### src/rtl/bfly_pkg.sv
// Shared types and constants for the butterfly issue sequencer.
package bfly_pkg;

  localparam int unsigned FP_W      = 32;
  localparam int unsigned ERR_W     = 2;
  localparam int unsigned ERR_UNEXP = 0;
  localparam int unsigned ERR_WDOG  = 1;

  typedef enum logic [1:0] {
    LOAD  = 2'd0,
    ISSUE = 2'd1,
    DRAIN = 2'd2,
    OUT   = 2'd3
  } bfly_state_e;

  // Destination tag width for a block of n samples.
  function automatic int unsigned tag_w(input int unsigned n);
    return $clog2(n);
  endfunction

endpackage

### src/rtl/bfly_tag_fifo.sv
// Destination-tag FIFO: depth 2**W, same-cycle push/pop, synchronous flush.
module bfly_tag_fifo #(
  parameter int unsigned DEPTH = 8,
  parameter int unsigned W     = 3
) (
  input  logic         clk,
  input  logic         reset_n,
  input  logic         flush,
  input  logic         push,
  input  logic [W-1:0] push_data,
  input  logic         pop,
  output logic [W-1:0] head_c,
  output logic         empty_c,
  output logic         full_c,
  output logic [W:0]   level_c
);

  logic [W-1:0] mem [DEPTH];
  logic [W-1:0] wr_ptr;
  logic [W-1:0] rd_ptr;
  logic [W:0]   level;
  logic         do_push;
  logic         do_pop;

  assign empty_c = (level == '0);
  assign full_c  = (level == (W+1)'(DEPTH));
  assign level_c = level;
  assign head_c  = mem[rd_ptr];

  // A pop frees a slot in the same cycle, so a full FIFO may still accept.
  assign do_push = push && (!full_c || pop);
  assign do_pop  = pop && !empty_c;

  always_ff @(posedge clk) begin
    if (do_push) begin
      mem[wr_ptr] <= push_data;
    end
  end

  always_ff @(posedge clk or negedge reset_n) begin
    if (!reset_n) begin
      wr_ptr <= '0;
      rd_ptr <= '0;
      level  <= '0;
    end else if (flush) begin
      wr_ptr <= '0;
      rd_ptr <= '0;
      level  <= '0;
    end else begin
      if (do_push) wr_ptr <= wr_ptr + W'(1);
      if (do_pop)  rd_ptr <= rd_ptr + W'(1);
      case ({do_push, do_pop})
        2'b10:   level <= level + (W+1)'(1);
        2'b01:   level <= level - (W+1)'(1);
        default: level <= level;
      endcase
    end
  end

endmodule

### src/rtl/bfly_issue_seq.sv
// Butterfly issue sequencer: loads N samples, issues first-stage add/sub pairs,
// collects in-order results and streams them out. Optional watchdog: BFLY_WATCHDOG_EN.
module bfly_issue_seq
  import bfly_pkg::*;
#(
  parameter int unsigned N   = 8,
  parameter int unsigned LAT = 6
) (
  input  logic            clk,
  input  logic            reset_n,
  input  logic            in_valid,
  output logic            in_ready,
  input  logic [FP_W-1:0] in_data,
  output logic            out_valid,
  input  logic            out_ready,
  output logic [FP_W-1:0] out_data,
  output logic            out_last,
  output logic            fu_stt,
  output logic            fu_op_add,
  output logic [FP_W-1:0] fu_a,
  output logic [FP_W-1:0] fu_b,
  input  logic [FP_W-1:0] fu_result,
  input  logic            fu_result_valid,
  output logic            busy,
  output logic [ERR_W-1:0] err
);

  localparam int unsigned TAG_W = tag_w(N);
  localparam int unsigned LVL_W = TAG_W + 1;
  localparam logic [TAG_W-1:0] LAST_IDX = TAG_W'(N - 1);
  localparam logic [TAG_W-1:0] HALF     = TAG_W'(N / 2);

  bfly_state_e      state;
  logic [TAG_W-1:0] cnt;
  logic [FP_W-1:0]  x [N];
  logic [FP_W-1:0]  y [N];

  logic             load_hs;
  logic             load_last;
  logic [TAG_W-1:0] issue_idx;
  logic [TAG_W-1:0] issue_k;
  logic [TAG_W-1:0] mirror_k;
  logic             push;
  logic [TAG_W-1:0] push_tag;
  logic             pop;
  logic             flush;
  logic [TAG_W-1:0] head;
  logic             fifo_empty;
  logic             unused_full;
  logic [LVL_W-1:0] level;
  logic             drain_done;
  logic             wd_fire;
  logic [FP_W-1:0]  first_word;
  logic [TAG_W-1:0] cnt_inc;

  assign load_hs   = (state == LOAD) && in_valid;
  assign load_last = load_hs && (cnt == LAST_IDX);

  // Issue 0 goes out on the final load edge so fu_stt covers exactly t+1..t+N.
  assign issue_idx = (state == ISSUE) ? cnt : '0;
  assign issue_k   = issue_idx >> 1;
  assign mirror_k  = LAST_IDX - issue_k;
  assign push      = load_last || (state == ISSUE);
  assign push_tag  = issue_idx[0] ? (HALF + issue_k) : issue_k;
  assign pop       = fu_result_valid && !fifo_empty;
  assign flush     = wd_fire;

  // The last pop decides DRAIN->OUT in its own cycle, bypassing the y write.
  assign drain_done = (level == '0) || ((level == LVL_W'(1)) && pop);
  assign first_word = (pop && (head == '0)) ? fu_result : y[0];
  assign cnt_inc    = cnt + TAG_W'(1);

  bfly_tag_fifo #(
    .DEPTH (N),
    .W     (TAG_W)
  ) u_tag_fifo (
    .clk       (clk),
    .reset_n   (reset_n),
    .flush     (flush),
    .push      (push),
    .push_data (push_tag),
    .pop       (pop),
    .head_c    (head),
    .empty_c   (fifo_empty),
    .full_c    (unused_full),
    .level_c   (level)
  );

`ifdef BFLY_WATCHDOG_EN
  localparam int unsigned WD_LIMIT = LAT + 4;
  localparam int unsigned WD_W     = $clog2(WD_LIMIT + 1);

  logic [WD_W-1:0] wd_cnt;

  // Cycles since the last issue or pop, saturating at the limit.
  always_ff @(posedge clk or negedge reset_n) begin
    if (!reset_n) begin
      wd_cnt <= '0;
    end else if (push || pop) begin
      wd_cnt <= '0;
    end else if (wd_cnt != WD_W'(WD_LIMIT)) begin
      wd_cnt <= wd_cnt + WD_W'(1);
    end
  end

  assign wd_fire = (state == DRAIN) && !pop && !fifo_empty && (wd_cnt == WD_W'(WD_LIMIT));
`else
  logic unused_lat;
  assign unused_lat = (LAT == 0);
  assign wd_fire    = 1'b0;
`endif

  always_ff @(posedge clk or negedge reset_n) begin
    if (!reset_n) begin
      state     <= LOAD;
      cnt       <= '0;
      in_ready  <= 1'b1;
      out_valid <= 1'b0;
      out_data  <= '0;
      out_last  <= 1'b0;
      fu_stt    <= 1'b0;
      fu_op_add <= 1'b0;
      fu_a      <= '0;
      fu_b      <= '0;
      busy      <= 1'b0;
      err       <= '0;
      for (int i = 0; i < int'(N); i++) begin
        x[i] <= '0;
        y[i] <= '0;
      end
    end else begin
      if (pop) begin
        y[head] <= fu_result;
      end

      case (state)
        LOAD: begin
          if (in_valid) begin
            x[cnt] <= in_data;
            busy   <= 1'b1;
            if (cnt == '0) begin
              err <= '0;
              for (int i = 0; i < int'(N); i++) begin
                y[i] <= '0;
              end
            end
            if (cnt == LAST_IDX) begin
              state     <= ISSUE;
              cnt       <= TAG_W'(1);
              in_ready  <= 1'b0;
              fu_stt    <= 1'b1;
              fu_op_add <= 1'b1;
              fu_a      <= x[0];
              fu_b      <= in_data;
            end else begin
              cnt <= cnt_inc;
            end
          end
        end

        ISSUE: begin
          fu_stt    <= 1'b1;
          fu_op_add <= ~cnt[0];
          fu_a      <= x[issue_k];
          fu_b      <= x[mirror_k];
          if (cnt == LAST_IDX) begin
            state <= DRAIN;
            cnt   <= '0;
          end else begin
            cnt <= cnt_inc;
          end
        end

        DRAIN: begin
          fu_stt <= 1'b0;
          if (drain_done || wd_fire) begin
            if (!drain_done) begin
              err[ERR_WDOG] <= 1'b1;
            end
            state     <= OUT;
            cnt       <= '0;
            out_valid <= 1'b1;
            out_data  <= first_word;
            out_last  <= (LAST_IDX == '0);
          end
        end

        OUT: begin
          if (out_ready) begin
            if (cnt == LAST_IDX) begin
              state     <= LOAD;
              cnt       <= '0;
              out_valid <= 1'b0;
              out_last  <= 1'b0;
              in_ready  <= 1'b1;
              busy      <= 1'b0;
            end else begin
              cnt      <= cnt_inc;
              out_data <= y[cnt_inc];
              out_last <= (cnt_inc == LAST_IDX);
            end
          end
        end

        default: state <= LOAD;
      endcase

      // Results with no outstanding tag are dropped and flagged.
      if (fu_result_valid && fifo_empty) begin
        err[ERR_UNEXP] <= 1'b1;
      end
    end
  end

endmodule

### config.mk
export PLATFORM = sky130hd
export DESIGN_NAME = bfly_issue_seq
export DESIGN_NICKNAME = d
export VERILOG_FILES = /design/src/rtl/bfly_pkg.sv /design/src/rtl/bfly_tag_fifo.sv /design/src/rtl/bfly_issue_seq.sv
export SDC_FILE = /design/constraint.sdc
export NUM_CORES = 1
export LEC_CHECK = 0
export ABC_AREA = 1
export BUFFER_PORTS_ARGS = -buffer_cell sky130_fd_sc_hd__buf_2
export CAP_MARGIN = 5
export CELL_PAD_IN_SITES_DETAIL_PLACEMENT = 1
export CELL_PAD_IN_SITES_GLOBAL_PLACEMENT = 2
export CORE_ASPECT_RATIO = 0.6
export CORE_UTILIZATION = 40
export DETAILED_ROUTE_END_ITERATION = 8
export PLACE_DENSITY_LB_ADDON = 0.05
export SLEW_MARGIN = 30
export SYNTH_ARGS = -nofsm -noshare
export SYNTH_HDL_FRONTEND = slang
export SYNTH_SLANG_ARGS = --single-unit
### constraint.sdc
create_clock -name clk -period 5.05 [get_ports clk]
set_input_delay 1.01 -clock clk [delete_from_list [all_inputs] [get_ports clk]]
set_output_delay 1.01 -clock clk [all_outputs]
set_load 0.01 [all_outputs]
==> impl_metrics.yaml, run 1 <==
sta:
  rsz0062_at_grt: "no"
  finalCritPeriodShare_pct: 69.7
  fin_crit_ps: 3520
  maxSlewViolCount: 0
  fmax_mhz: 284
  setup_tns_ps: 0
  finClkSkew_ps: 23.6
  slew_headroom_pct: 36.2
  hold_viol: 0
  report.final.setup_viol: 0
  tightest_slew_ps: 955
grt:
  grt_max_degree: 226
  grt_pass1_vias: 27200
  antenna_found_initial: 0
  grt-ovfl-total: 0
  grt_usage_pct: 27.3
  grt_pass1_wl_mm: 161
floorplanning:
  fp.dieArea_mm2: 0.0759
  design.portCount: 173
  rows: 77
  core_area_mm2: 0.0738
  die_h_um: 214
  die_w_um: 355
  start_util_pct: 40.5
critical_path:
  cp_slowest_stage_delay_ps: 740
  startpoint_type: "flip-flop"
  cp_max_fo: 36
  reg2reg_slack_ps: 1530
  cp-end-kind: "flip-flop"
  critPathKind: "reg -> reg"
  path_cells: "inv_2 -> nand2_1 -> nand3_1 -> nand2_1 -> nand2_2 -> nand2_2 -> nor2_8 -> nand2_2 -> buf_4 -> inv_2 -> nor2_1 -> nor2_1"
  worst_ep_arrival_time_ps: 4050
  slowest_stage: "inv_2"
  critPathRequiredTime_ps: 5580
  crit_path_frequent_cell: "nand2_2"
finish:
  final_common_cell: "nor2_1"
  fill_cells: 8825
  antennaDiodeCount: 0
  final_cell_mix: "690 x nor2_1, 627 x dfrtp_1, 604 x o21ai_0"
  fin_area_mm2: 0.0338
  area_delta_synth_final_pct: 13.0
  layout.nets: 3751
  seq_area_mm2: 0.0165
  multiInputGateArea_mm2: 0.0114
  drive_gt1_share_pct: 10.5
routing:
  num_vias: 25900
  vias_per_cell: 5.52
  antenna_left: 0
  routedWlPerCell_um: 21.8
  routed_wl_mm: 102
  drc: 0
  drtIter0Drc: 1882
  drtPass1Iterations: 5
synthesis:
  synth_nets: 3700
  yosysWarnings: 0
  syn_avg_cell_area_um2: 8.28
  synth.distinct_cells: 41
  synthCells: 3615
  netlist_area_mm2: 0.0299
  ys_seq_area_share_pct: 55.1
  yosys_register_bits: 654
clocking:
  cts_tree: "yes"
  clk_pin_slew_ps: 60
  cts-root-buf: "clkbuf_16"
  numCtsBuffers: 67
  numClockSinks: 654
  cts_max_level: 3
  hold_buffers: 0
  clk_latency_ps: 620
  clockBufferDepth: 3
  cts_setup_buffers: 0
  cts_resized: 0
power:
  leakage_nw: 16.4
  ir_drop_mv: 0.356
  cellPowerDensity_mw_per_mm2: 696
placement:
  port_buffers: 171
  dpl.hpwl_mm: 61.3
  gp_congestion: 0.819
  dpl-instance-area_mm2: 0.0316
hold_path:
  min_path_type: "in -> async"
job:
  drv_cap: 0
run_status:
  status: "finished clean"
[metal layers]
layer	routed length, um	track usage [%]
met1	51400	40.6
met2	44700	41.8
met3	4470	4.14
met4	1770	6.58
met5	0	0
[flip-flops by register name, indices dropped and copies added (netlist names), 4 cells and up]
signal,flops
out_data,32
u_tag_fifo.level_c,4
fu_b,32
u_tag_fifo.mem,24
fu_a,32
y,256
x,256
[area by class of cell]
cell class / instances / share of cell area, %
clock buffers: 100 / 6.05
clock inverters: 17 / 0.411
flip-flops and latches: 654 / 48.8
multi-input cells: 2448 / 33.8
well taps: 987 / 3.65
repair buffers: 232 / 4.38
inverters: 263 / 2.93
[Yosys cell counts, drive strengths merged]
cell type / count / area [um^2]
o211ai: 65 / 488
a31oi: 1 / 6.26
a21o: 17 / 128
nor2: 697 / 2650
a221oi: 17 / 149
o22ai: 99 / 619
dfrtp: 629 / 15700
conb: 1 / 3.75
dfstp: 1 / 26.3
nand4: 2 / 12.5
xnor2: 2 / 17.5
a32o: 15 / 150
nand3: 113 / 566
clkbuf: 190 / 718
o21a: 1 / 7.51
edfxtp: 24 / 721
clkinv: 2 / 8.75
o21ai: 703 / 3520
ha: 16 / 200
nor3: 4 / 20.0
xor2: 5 / 43.8
a21oi: 86 / 442
a22o: 1 / 8.76
nand2: 599 / 2280
buf: 60 / 392
inv: 261 / 980
or2: 4 / 25.0
[where the power goes]
group          switching (mW)  internal, mW
logic                    6.50          3.23
registers                1.29          7.45
clock network            2.17          2.90
[path summary, 6_finish.rpt]
check / to / cells past startpoint / startpoint
worst max register to register: y[168] / 12 / u_tag_fifo.rd_ptr[0]
worst max-delay path: y[168] / 12 / u_tag_fifo.rd_ptr[0]
worst min register to register: fu_b[30] / 1 / fu_b[30]
min in group clk: fu_b[30] / 1 / fu_b[30]
worst min-delay path: y[229] / 1 / reset_n
max in group asynchronous: cnt[0] / 3 / reset_n
[kinds of logic after synthesis]
| kind of cell | Yosys count | share of synthesized area [%] |
|---|---|---|
| AOI/OAI and AO/OA | 1005 | 18.4 |
| xor gates and xnor gates | 7 | 0.205 |
| adders and majority gates | 16 | 0.669 |
| buffers and inverters | 513 | 7.01 |
| DFF | 654 | 55.1 |
| other | 1 | 0.0125 |
| and+or+nand+nor | 1419 | 18.6 |
[critical path: cells and delay by family, from the launching register on]
kind | cells | cell delay, ps
buffers and inverters | 3 | 1370
and+or+nand+nor | 9 | 1490
DFF | 1 | 560
[through the flow]
stage,util (%),setup slack [ps],std cells,power (mW),hold WS [ps]
after floorplan,-,2500,3615,15.0,448
after global placement,42.8,1430,4583,18.0,455
after detailed placement,42.8,1340,4584,18.5,462
after CTS,45.8,1490,4701,23.7,277
after global routing,45.8,1290,4701,25.4,296
final,45.8,1530,4701,23.5,296
No activity file was read; power rests on OpenSTA's default activity.
==> run 2: changes to the inputs <==
Settings changed: CORE_UTILIZATION 40 to 34.
Clock period 5.05 ns to 3.2 ns, I/O delays scaled along.
==> run 2 against run 1 <==
Critical path depth down 4. Clock power is 63% higher. Sequential power is 57% higher. Setup slack got worse by 1100 ps. Final area increased by 2.0%. Largest cell class unchanged. Combinational power is 63% higher.
==> impl_metrics.yaml, run 2 (synthesized netlist as in run 1, its figures left out) <==
routing:
  vias_per_cell: 5.30
  num_vias: 25900
  drtPass1Iterations: 5
  routedWlPerCell_um: 21.9
  routed_wl_mm: 107
  drc: 0
  drtIter0Drc: 1559
  antenna_left: 0
floorplanning:
  design.portCount: 173
  die_h_um: 232
  core_area_mm2: 0.0863
  die_w_um: 385
  rows: 83
  fp.dieArea_mm2: 0.0892
  start_util_pct: 34.7
sta:
  tightest_slew_ps: 921
  fmax_mhz: 365
  fin_crit_ps: 2740
  finClkSkew_ps: 27.5
  rsz0062_at_grt: "no"
  maxSlewViolCount: 0
  finalCritPeriodShare_pct: 85.7
  setup_tns_ps: 0
  report.final.setup_viol: 0
  hold_viol: 0
  slew_headroom_pct: 38.6
run_status:
  status: "finished clean"
placement:
  port_buffers: 171
  dp_cells: 4775
  dpl.hpwl_mm: 65.0
  gp_congestion: 0.782
finish:
  reg_top3: "x (256), y (256)"
  area_delta_synth_final_pct: 15.2
  layout.nets: 3785
  drive_gt1_share_pct: 11.2
  final_cell_mix: "690 x nor2_1, 627 x dfrtp_1, 604 x o21ai_0"
  fill_cells: 10200
  final_common_cell: "nor2_1"
  final_cells: 4897
grt:
  grt-ovfl-total: 0
  grt_max_degree: 128
  grt_usage_pct: 24.4
  antenna_found_initial: 5
  grt_pass1_vias: 27800
  grt_pass1_wl_mm: 167
power:
  combPwrFrac_pct: 42.1
  p_seq_share_pct: 36.1
  cellPowerDensity_mw_per_mm2: 1100
  leakage_nw: 16.6
  sw_frac_of_total_pct: 42.2
  ir_drop_mv: 0.630
  p_int_mw: 21.9
  p_switching_mw: 16.0
  clkPwrFrac_pct: 21.8
critical_path:
  cp_slowest_stage_delay_ps: 800
  slowest_stage: "buf_4"
  path_buf_inv: 3
  startpoint_type: "flip-flop"
  critPathRequiredTime_ps: 3770
  worst_ep_arrival_time_ps: 3310
  crit_path_frequent_cell: "inv_1"
  critPathKind: "reg -> reg"
  cp-end-kind: "flip-flop"
  cp_max_fo: 96
  critical_path.top_delay_family: "buffers and inverters"
  path_cells: "inv_1 -> ha_1 -> nand2_1 -> inv_1 -> nand3_4 -> buf_4 -> o21ai_0 -> nor2_1"
clocking:
  numCtsBuffers: 69
  clockBufferDepth: 3
  clk_latency_ps: 650
  cts_setup_buffers: 0
  cts_tree: "yes"
  clk_pin_slew_ps: 60
  numClockSinks: 654
  cts_max_level: 3
  cts-root-buf: "clkbuf_16"
job:
  drv_cap: 0
hold_path:
  min_path_type: "in -> reg"
run 2: changes by cell type in the layout (fill, tap and decap cells not counted), moves of 2 or more:
cell	previous run	this run
buf_4	49	67
buf_12	11	25
clkinv_2	17	8
clkbuf_1	13	17
clkbuf_8	16	19
inv_6	1	3
nand2_2	19	21
nand2_4	3	1
run 2: through the flow:
step / cell area (um^2) / utilization [%] / power, mW / setup slack, ps / hold WS, ps
final: 34500 / 39.9 / 37.9 / 459 / 299
after global routing: 34500 / 39.9 / 40.8 / 200 / 263
after CTS: 34500 / 39.9 / 38.3 / 443 / 246
after detailed placement: 32200 / 37.3 / 29.8 / 447 / 465
after global placement: 32200 / 37.3 / 29.1 / 593 / 457
after floorplan: 29900 / - / 23.7 / 652 / 344
run 2: final cells by class:
class	count	area (um^2)	share of cell area [%]
sequential	654	16500	47.8
multi-input combinational	2448	11400	33.1
antenna	1	2.50	0.00726
clock buffer	108	2130	6.17
inverter	263	990	2.87
tap	1147	1440	4.16
timing repair buffer	264	1880	5.45
clock inverter	12	133	0.385
run 2: routing by layer:
layer  track usage [%]  part of all wire [%]  vias up
met5                 0                 0.016        -
met1              36.1                    51    13300
met2              37.0                    43      471
li1                  -                     -    12000
met3              3.93                   4.0      130
met4              5.98                   2.0        2
run 2: timing repair:
action | in CTS | in global routing
hold buffers | 1 | 0
hold endpoints to repair | 28 | 0
gates resized for setup | 0 | 0
run 2: power groups by stage:
stage	clock [mW]	combinational (mW)	sequential [mW]
3_3_place_gp	0	15.5	13.6
4_1_cts	8.49	16.1	13.7
3_5_place_dp	0	16.0	13.8
2_1_floorplan	0	10.3	13.4
5_1_grt	8.78	18.0	14.1
6_report	8.26	15.9	13.7
run 2: final timing paths:
check,startpoint,endpoint,slack (ps),cells after the start
worst max-delay path,state[0],y[208],460,8
worst min-delay path,fu_result_valid,err[0],300,2
worst max register to register,state[0],y[208],460,8
worst min register to register,fu_b[23],fu_b[23],470,1
max in group asynchronous,reset_n,fu_b[31],1660,3
min in group asynchronous,reset_n,x[137],550,2
